## config.mk

```make
export PLATFORM = sky130hd
export DESIGN_NAME = spi_master_param
export DESIGN_NICKNAME = d
export VERILOG_FILES = /design/src/rtl/spi_master_param.sv
export SDC_FILE = /design/constraint.sdc
export NUM_CORES = 1
export LEC_CHECK = 0
export BUFFER_PORTS_ARGS = -buffer_cell sky130_fd_sc_hd__buf_2
export CORE_MARGIN = 4
export CORE_UTILIZATION = 50
export DETAILED_ROUTE_END_ITERATION = 10
export PLACE_DENSITY = 0.75
export SLEW_MARGIN = 20
export SYNTH_ARGS = -nofsm -noshare
export SYNTH_HDL_FRONTEND = slang
export SYNTH_SLANG_ARGS = --single-unit
```

## constraint.sdc

```tcl
create_clock -name clk -period 2.3 [get_ports clk]
set_clock_uncertainty 0.1 [all_clocks]
set_input_delay 0.115 -clock clk [delete_from_list [all_inputs] [get_ports clk]]
set_output_delay 0.115 -clock clk [all_outputs]
set_load 0.02 [all_outputs]
```

## src/rtl/spi_master_param.sv

```systemverilog
// Parametrised SPI master with a bus slave port.
// Programmable divider, CPOL/CPHA, and auto or manual chip selects.
module spi_master_param #(
  parameter int DATA_W      = 8,
  parameter int DIV_W       = 8,
  parameter int DEFAULT_DIV = 124,
  parameter int NUM_CS      = 1
) (
  input  logic              clk,
  input  logic              reset,
  input  logic [1:0]        address,
  input  logic              chip_select,
  input  logic              write,
  input  logic [31:0]       writedata,
  output logic [31:0]       readdata,
  output logic              SD_CLK,
  output logic              SD_MOSI,
  input  logic              SD_MISO,
  output logic [NUM_CS-1:0] SD_CS
);

  localparam int HW = $clog2(2 * DATA_W);
  localparam logic [HW-1:0] LAST = HW'(2 * DATA_W - 1);

  typedef enum logic [1:0] {IDLE, SETUP, XFER, HOLD} state_t;

  state_t state_q, state_d;

  logic [DIV_W-1:0]  div_q;
  logic [DIV_W-1:0]  cnt_q;
  logic [HW-1:0]     hcnt_q;
  logic              cpol_q;
  logic              cpha_q;
  logic              manual_q;
  logic              cs_assert_q;
  logic [2:0]        cs_sel_q;
  logic [DATA_W-1:0] tx_q;
  logic [DATA_W-1:0] rx_q;
  logic              rx_valid_q;
  logic              overrun_q;
  logic              cs_act_q;
  logic              sclk_q;
  logic              mosi_q;
  logic [31:0]       rd_mux;

  logic busy, tick, data_wr, ctrl_wr, rd;
  logic lead, sample, last;

  assign busy    = (state_q != IDLE);
  assign tick    = (cnt_q == div_q);
  assign data_wr = chip_select & write & (address == 2'd0);
  assign ctrl_wr = chip_select & write & (address == 2'd1);
  assign rd      = chip_select & ~write;
  assign lead    = ~hcnt_q[0];
  assign sample  = lead ^ cpha_q;
  assign last    = (hcnt_q == LAST);

  assign SD_CLK  = sclk_q;
  assign SD_MOSI = mosi_q;

  always_comb begin
    SD_CS = '1;
    for (int i = 0; i < NUM_CS; i++) begin
      if (cs_sel_q == 3'(i))
        SD_CS[i] = ~(manual_q ? cs_assert_q : cs_act_q);
    end
  end

  always_comb begin
    rd_mux = '0;
    unique case (address)
      2'd0: rd_mux = 32'(rx_q);
      2'd1: begin
        rd_mux[DIV_W-1:0] = div_q;
        rd_mux[16]        = cpol_q;
        rd_mux[17]        = cpha_q;
        rd_mux[18]        = manual_q;
        rd_mux[19]        = cs_assert_q;
        rd_mux[26:24]     = cs_sel_q;
      end
      2'd2: rd_mux[2:0] = {overrun_q, rx_valid_q, busy};
      default: rd_mux = '0;
    endcase
  end

  always_ff @(posedge clk) begin
    if (reset) state_q <= IDLE;
    else       state_q <= state_d;
  end

  always_comb begin
    state_d = state_q;
    unique case (state_q)
      IDLE:  if (data_wr) state_d = SETUP;
      SETUP: if (tick) state_d = XFER;
      XFER:  if (tick && last) state_d = HOLD;
      HOLD:  if (tick) state_d = IDLE;
      default: state_d = IDLE;
    endcase
  end

  always_ff @(posedge clk) begin
    if (reset) begin
      div_q       <= DIV_W'(DEFAULT_DIV);
      cnt_q       <= '0;
      hcnt_q      <= '0;
      cpol_q      <= 1'b0;
      cpha_q      <= 1'b0;
      manual_q    <= 1'b0;
      cs_assert_q <= 1'b0;
      cs_sel_q    <= '0;
      tx_q        <= '0;
      rx_q        <= '0;
      rx_valid_q  <= 1'b0;
      overrun_q   <= 1'b0;
      cs_act_q    <= 1'b0;
      sclk_q      <= 1'b0;
      mosi_q      <= 1'b1;
      readdata    <= '0;
    end else begin
      if (rd) readdata <= rd_mux;
      if (rd && address == 2'd0) begin
        rx_valid_q <= 1'b0;
        overrun_q  <= 1'b0;
      end
      if (data_wr && busy) overrun_q <= 1'b1;
      if (ctrl_wr && !busy) begin
        div_q       <= writedata[DIV_W-1:0];
        cpol_q      <= writedata[16];
        cpha_q      <= writedata[17];
        manual_q    <= writedata[18];
        cs_assert_q <= writedata[19];
        cs_sel_q    <= writedata[26:24];
      end

      if (!busy || tick) cnt_q <= '0;
      else               cnt_q <= cnt_q + DIV_W'(1);

      unique case (state_q)
        IDLE: begin
          sclk_q <= cpol_q;
          mosi_q <= 1'b1;
          if (data_wr) begin
            tx_q     <= writedata[DATA_W-1:0];
            hcnt_q   <= '0;
            cs_act_q <= 1'b1;
            if (!cpha_q) mosi_q <= writedata[DATA_W-1];
          end
        end
        SETUP: ;
        XFER: begin
          if (tick) begin
            sclk_q <= ~sclk_q;
            hcnt_q <= hcnt_q + HW'(1);
            if (sample) begin
              rx_q <= {rx_q[DATA_W-2:0], SD_MISO};
            end else if (cpha_q) begin
              mosi_q <= tx_q[DATA_W-1];
              tx_q   <= tx_q << 1;
            end else if (!last) begin
              mosi_q <= tx_q[DATA_W-2];
              tx_q   <= tx_q << 1;
            end
          end
        end
        HOLD: begin
          if (tick) begin
            cs_act_q   <= 1'b0;
            rx_valid_q <= 1'b1;
            mosi_q     <= 1'b1;
          end
        end
        default: ;
      endcase
    end
  end

endmodule

```

# == Word-level counts from Yosys, hierarchy flattened ==
# Cells that the tools add are included.
# op_classes
addsub,2
multipliers,0
div,0
magnitude_cmp,0
n_eq_ne,14
shifts,0
muxes,38
bitwise_logic,9
reduce_logical,22
# op_table
op,n
$mux W8,5
$mux W1,17
$pmux W8 S2,1
$mux W4,3
$ne A2 B2 Y1 const B,6
$pmux W5 S2,1
$reduce_and A5 Y1,2
$pmux W3 S3,1
$reduce_and A3 Y1,3
$add A8 B1 Y8 const B,1
$eq A8 B8 Y1,1
$mux W2,4
$pmux W2 S4,1
$pmux W4 S2,1
$reduce_bool A2 Y1,4
$eq A2 B2 Y1 const B,3
$add A4 B1 Y4 const B,1
$and A1 B1 Y1,4
$eq A2 B1 Y1 const B,2
$eq A4 B4 Y1 const B,1
$logic_and A1 B1 Y1,4
$logic_not A2 Y1,2
$not A1 Y1,4
$pmux W1 S2,2
11 further kinds,11
# totals
regBits,65
latchBits,0
mem_bits_rw,0
romBits,0
input_bits,39
output_inout_bits,35
elab_cells,102
n_memories,0

# == Depth between registers and ports, before layout ==
# depth
depth_word,6
depth_mapped,8

# == Worst setup path after synthesis ==
# OpenSTA, ideal clock, no wires.
# synth_timing
kind,reg-to-reg
start,reg state_q[0]
end,reg state_q[1]
setup_time_ps,72
arrival_ps,1626
required_ps,2128
setup_slack_ps,502
stages_incl_launch_ff,8
path_buffers,2
period_less_slack_ps,1798
path_cell_list,dfxtp_1 -> inv_1 -> ha_1 -> buf_2 -> clkbuf_1 -> nor2_1 -> a22oi_1 -> mux2i_1
# synth_via
elab_chain_len,3
# synth_lines
item,line,source
"start, declared",27,"state_t state_q, state_d;"
"start signal, assigned",88,else state_q <= state_d;
"$eq A2 B2 Y1, or another cell as far along",93,unique case (state_q)
$ne A2 B2 Y1 (no source line),--,
$reduce_and A4 Y1 (no source line),--,
# Several ways; a longest one is shown, not always the timed one.
# A chain may end at the register's enable or synchronous reset.

# == Worst setup path in the final report ==
# layout_timing
start,reg div_q[4]
end,reg rx_q[1]
# layout_via
elab_chain_len,2
# layout_lines
item,line,source
"start, declared",29,logic [DIV_W-1:0] div_q;
"start signal, assigned",104,div_q <= DIV_W'(DEFAULT_DIV);
"start signal, assigned",128,div_q <= writedata[DIV_W-1:0];
$eq A8 B8 Y1,50,assign tick = (cnt_q == div_q);
$reduce_and A3 Y1 (no source line),--,
"end signal, assigned",156,"rx_q <= {rx_q[DATA_W-2:0], SD_MISO};"
"end, declared",38,logic [DATA_W-1:0] rx_q;
# Every way passes these cells.

==> metrics.log <==
INFO  metric status = finished clean
INFO  metric synth_xor_area_share = 3.91%
INFO  metric row_count = 28
INFO  metric routedWlPerCell = 14.4 µm
INFO  metric max_slew_margin = a little under three fifths
INFO  metric rsz0062_at_grt = no
INFO  metric grt_start_max_net_pins = 38
INFO  metric synth_fa_ha_area_share = 2.39%
INFO  metric detailedRoute.firstPassIterationCount = 4
INFO  metric starting_density_of_the_core = 52.4%
INFO  metric fp.coreArea = 0.00599 mm²
INFO  metric mappedNetlistArea = 0.00314 mm²
INFO  metric buffer_ports.inserted = 39
INFO  metric timing.critical_path.slowest_cell_delay = 550 ps
INFO  metric drtAntennaViolNets = 0
INFO  metric net_load_switching_power = approximately 820 µW
INFO  metric depth_of_the_worst_register_to_register_path = 5
INFO  metric report.final.hold_viol_count = 0
INFO  metric routed_wirelength = approximately 6.7 mm
INFO  metric cts.sinks = between 60 and 70
INFO  metric synth_area_leader_cell = dfxtp_1
INFO  metric final_period_minus_worst_setup_slack = between 2000 and 2500 ps
INFO  metric cts_repair_resize_count = 0
INFO  metric h_tree_depth = 3
INFO  metric worst_hold_path.num_cells = 4
INFO  metric unique_masters_post_synth = 46
INFO  metric clock_power_share = 36.8%
INFO  metric portion_of_synthesized_cell_area_occupied_by_the_leading_cell_type = 41.5%
INFO  metric cts_bufs_inserted = 9
INFO  metric place.detailed.instances = 441
INFO  metric max-cap-violations = 0
INFO  metric finalNetCount = 433
INFO  metric design.die.area = approximately 0.0076 mm²
INFO  metric sw_frac_of_total = slightly below 30%
INFO  metric fin_setup_tns = 0 ps
INFO  metric power.static_leakage = approximately 1.5 nW
INFO  metric cell_family_with_the_largest_share_of_critical_path_delay = simple AND/OR/NAND/NOR gates
INFO  metric num_io_pins = 74
INFO  metric wire_length_of_the_first_global_routing_pass = 11.1 mm
INFO  metric vias_per_cell = roughly 5.4
INFO  metric post_synth_edffs = 0
INFO  metric post_route_cells_drive_above_1_share = 18.6%
INFO  metric drv_slew = 0
INFO  metric finalCritPeriodShare = ~88%
INFO  metric setup_viol_count_final = 0
INFO  metric timing.critical_path.fanout_max = 8
INFO  metric clockBufferDepth = 2
INFO  metric yosysSeqAreaShare = ~41%
INFO  metric cts.root.buffer_cell = clkbuf_8
INFO  metric critical-path-slowest-cell = nor3_4
INFO  metric antenna_cells = 0
INFO  metric cell_internal_pwr = 2.02 mW
INFO  metric gr-usage-all-layers = a little under a fifth
INFO  metric hold_removal_path_class = in -> reg
INFO  metric clock_insertion_delay_worst_skew = 350 ps
INFO  metric synth-async-reset-ratio = 0%
INFO  metric synth_top_flop_cell = dfxtp_1
INFO  metric grt_pass1_vias = between 2000 and 2500
INFO  metric post_synth_main_area_contributors = dfxtp_1, mux2i_1, nor2_1
INFO  metric via_total_after_detailed_routing = 2532
INFO  metric worst-endpoint-required = 2430 ps
INFO  metric post-dp-hpwl = 4.73 mm
INFO  metric post_synth_most_frequent_cells = dfxtp_1, nor2_1, mux2i_1
INFO  metric part_of_the_power_in_registers = 43.9%
INFO  metric yosysMostFrequentCell = dfxtp_1
INFO  metric cts.reportedPaths.clkPinSlew = approximately 70 ps
INFO  metric area_delta_synth_final = 15.8%
INFO  metric mean_post_synth_cell_area = 9.21 µm²
INFO  metric detail_route.iter0.violations = 150
INFO  metric worst_ir_drop_vdd = 489 µV
INFO  metric grt_overflow = 0
INFO  metric crit_path_start_kind = flip-flop
INFO  metric max_freq = 0.494 GHz
INFO  metric die_y = 87.2 µm
INFO  metric end_kind = flip-flop
INFO  metric yosys_register_bits = 65
INFO  metric synthSimpleGateAreaFrac = 17.1%
INFO  metric path_cells = xnor2_1, nand4_2, nor3_4, mux2i_1, nor2_1
INFO  metric synth_cells = 341
INFO  metric timing_worst_slew_pin_value = around 640 ps
INFO  metric critical_path_cell_count = 5
INFO  metric power.density_cell_area = 782 mW/mm²
INFO  metric antenna_found_initial = 0
INFO  metric fin_total_pwr = between 2 and 3 mW
INFO  metric finish.cell_count_without_fillers = 468
INFO  metric timing.setup.critical_path_class = reg -> reg
INFO  metric muxShareOfSynthArea = 12.0%
INFO  metric critical_path.n_buffers_inverters = 0
INFO  metric power.combinational.fraction = 19.3%
INFO  metric worst_ep_arrival_time = between 2000 and 2500 ps
INFO  metric synth_area_in_compound_gates = between 10 and 15%
INFO  metric cts_tree = built
INFO  metric synth_warnings = 0
INFO  metric drc = 0
INFO  metric largest_family_of_logic_cells_by_synthesized_area = simple AND/OR/NAND/NOR gates
INFO  metric die_width = 87.2 µm
INFO  metric gp_routability_congestion = 0.888
[layout make-up]
cell class	count	area, µm²
Sequential cell	65	1300
Clock buffer	10	128
Tap cell	75	93.8
Fill cell	517	2350
Clock inverter	6	82.6
Inverter	11	41.3
Multi-Input combinational cell	244	1630
Timing Repair Buffer	57	358
[power by group through the flow]
stage          clock (mW)  sequential (mW)  combinational (mW)
2_1_floorplan           0             1.27               0.456
3_3_place_gp            0             1.27               0.518
3_5_place_dp            0             1.27               0.528
4_1_cts              1.06             1.25               0.545
5_1_grt              1.12             1.26               0.609
6_report             1.04             1.25               0.549
[kinds of logic after synthesis]
kind of cell / Yosys count
other: 1
DFF: 65
xor gates and xnor gates: 14
muxes: 37
and+or+nand+nor: 105
buffers and inverters: 48
AOI/OAI and AO/OA: 65
adders and majority gates: 6
[per-stage QoR]
stage,hold WS [ps],instance area (µm²),worst slack [ps],utilization (%)
floorplan,159,3200,502,-
global placement,246,3320,373,55.3
detailed placement,257,3320,331,55.3
CTS,5.17,3640,290,60.7
global route,25.1,3640,124,60.7
finish,13.1,3640,276,60.7
[cell usage in the layout, fill, tap and decap left out, types with 3 or more instances in the layout]
cell type	n
buf_4	7
xor2_1	5
o22ai_1	6
mux2i_1	32
nor3_1	4
clkinv_2	3
ha_1	6
xnor2_1	9
nand2_1	6
nor2_1	54
o31ai_1	3
a211o_1	5
inv_1	11
buf_2	39
a311oi_1	7
dfxtp_1	65
nand3_1	9
dlygate4sd3_1	11
and4_1	3
clkbuf_8	9
a22oi_1	13
mux2_2	5
nor2b_1	4
conb_1	17
o21ai_0	4
and3_1	4
a21oi_1	15
nand2b_1	8
[state kept, by name (all words and copies together) (netlist names), 2 cells and up]
signal / flops
readdata: 15
tx_q: 8
hcnt_q: 4
div_q: 8
cnt_q: 8
cs_sel_q: 3
state_q: 2
rx_q: 8
[path summary, 6_finish.rpt]
check / startpoint / end / slack [ps]
worst max-delay path: div_q[4] / rx_q[1] / 280
worst min-delay path: writedata[2] / div_q[2] / 10
worst max register to register: div_q[4] / rx_q[1] / 280
worst min register to register: readdata[0] / readdata[0] / 370
[worst min-delay path, cell delays in order]
cell and delay, ps:
buf_2 90, inv_1 30, nor2_1 90, a211o_1 90
[layer usage]
metal / wire, µm / GRT usage [%] / vias to the layer above
met4: 113 / 8.51 / 0
met2: 3390 / 31.1 / 51
li1: - / - / 1261
met5: 0 / 0 / -
met1: 2940 / 22.6 / 1211
met3: 295 / 5.30 / 9
[what timing repair did]
action / in CTS / in global routing
buffers inserted: 0 / 0
hold endpoints to repair: 11 / 0
hold buffers: 11 / 0
Note: power is estimated with default switching activity, not from simulation.
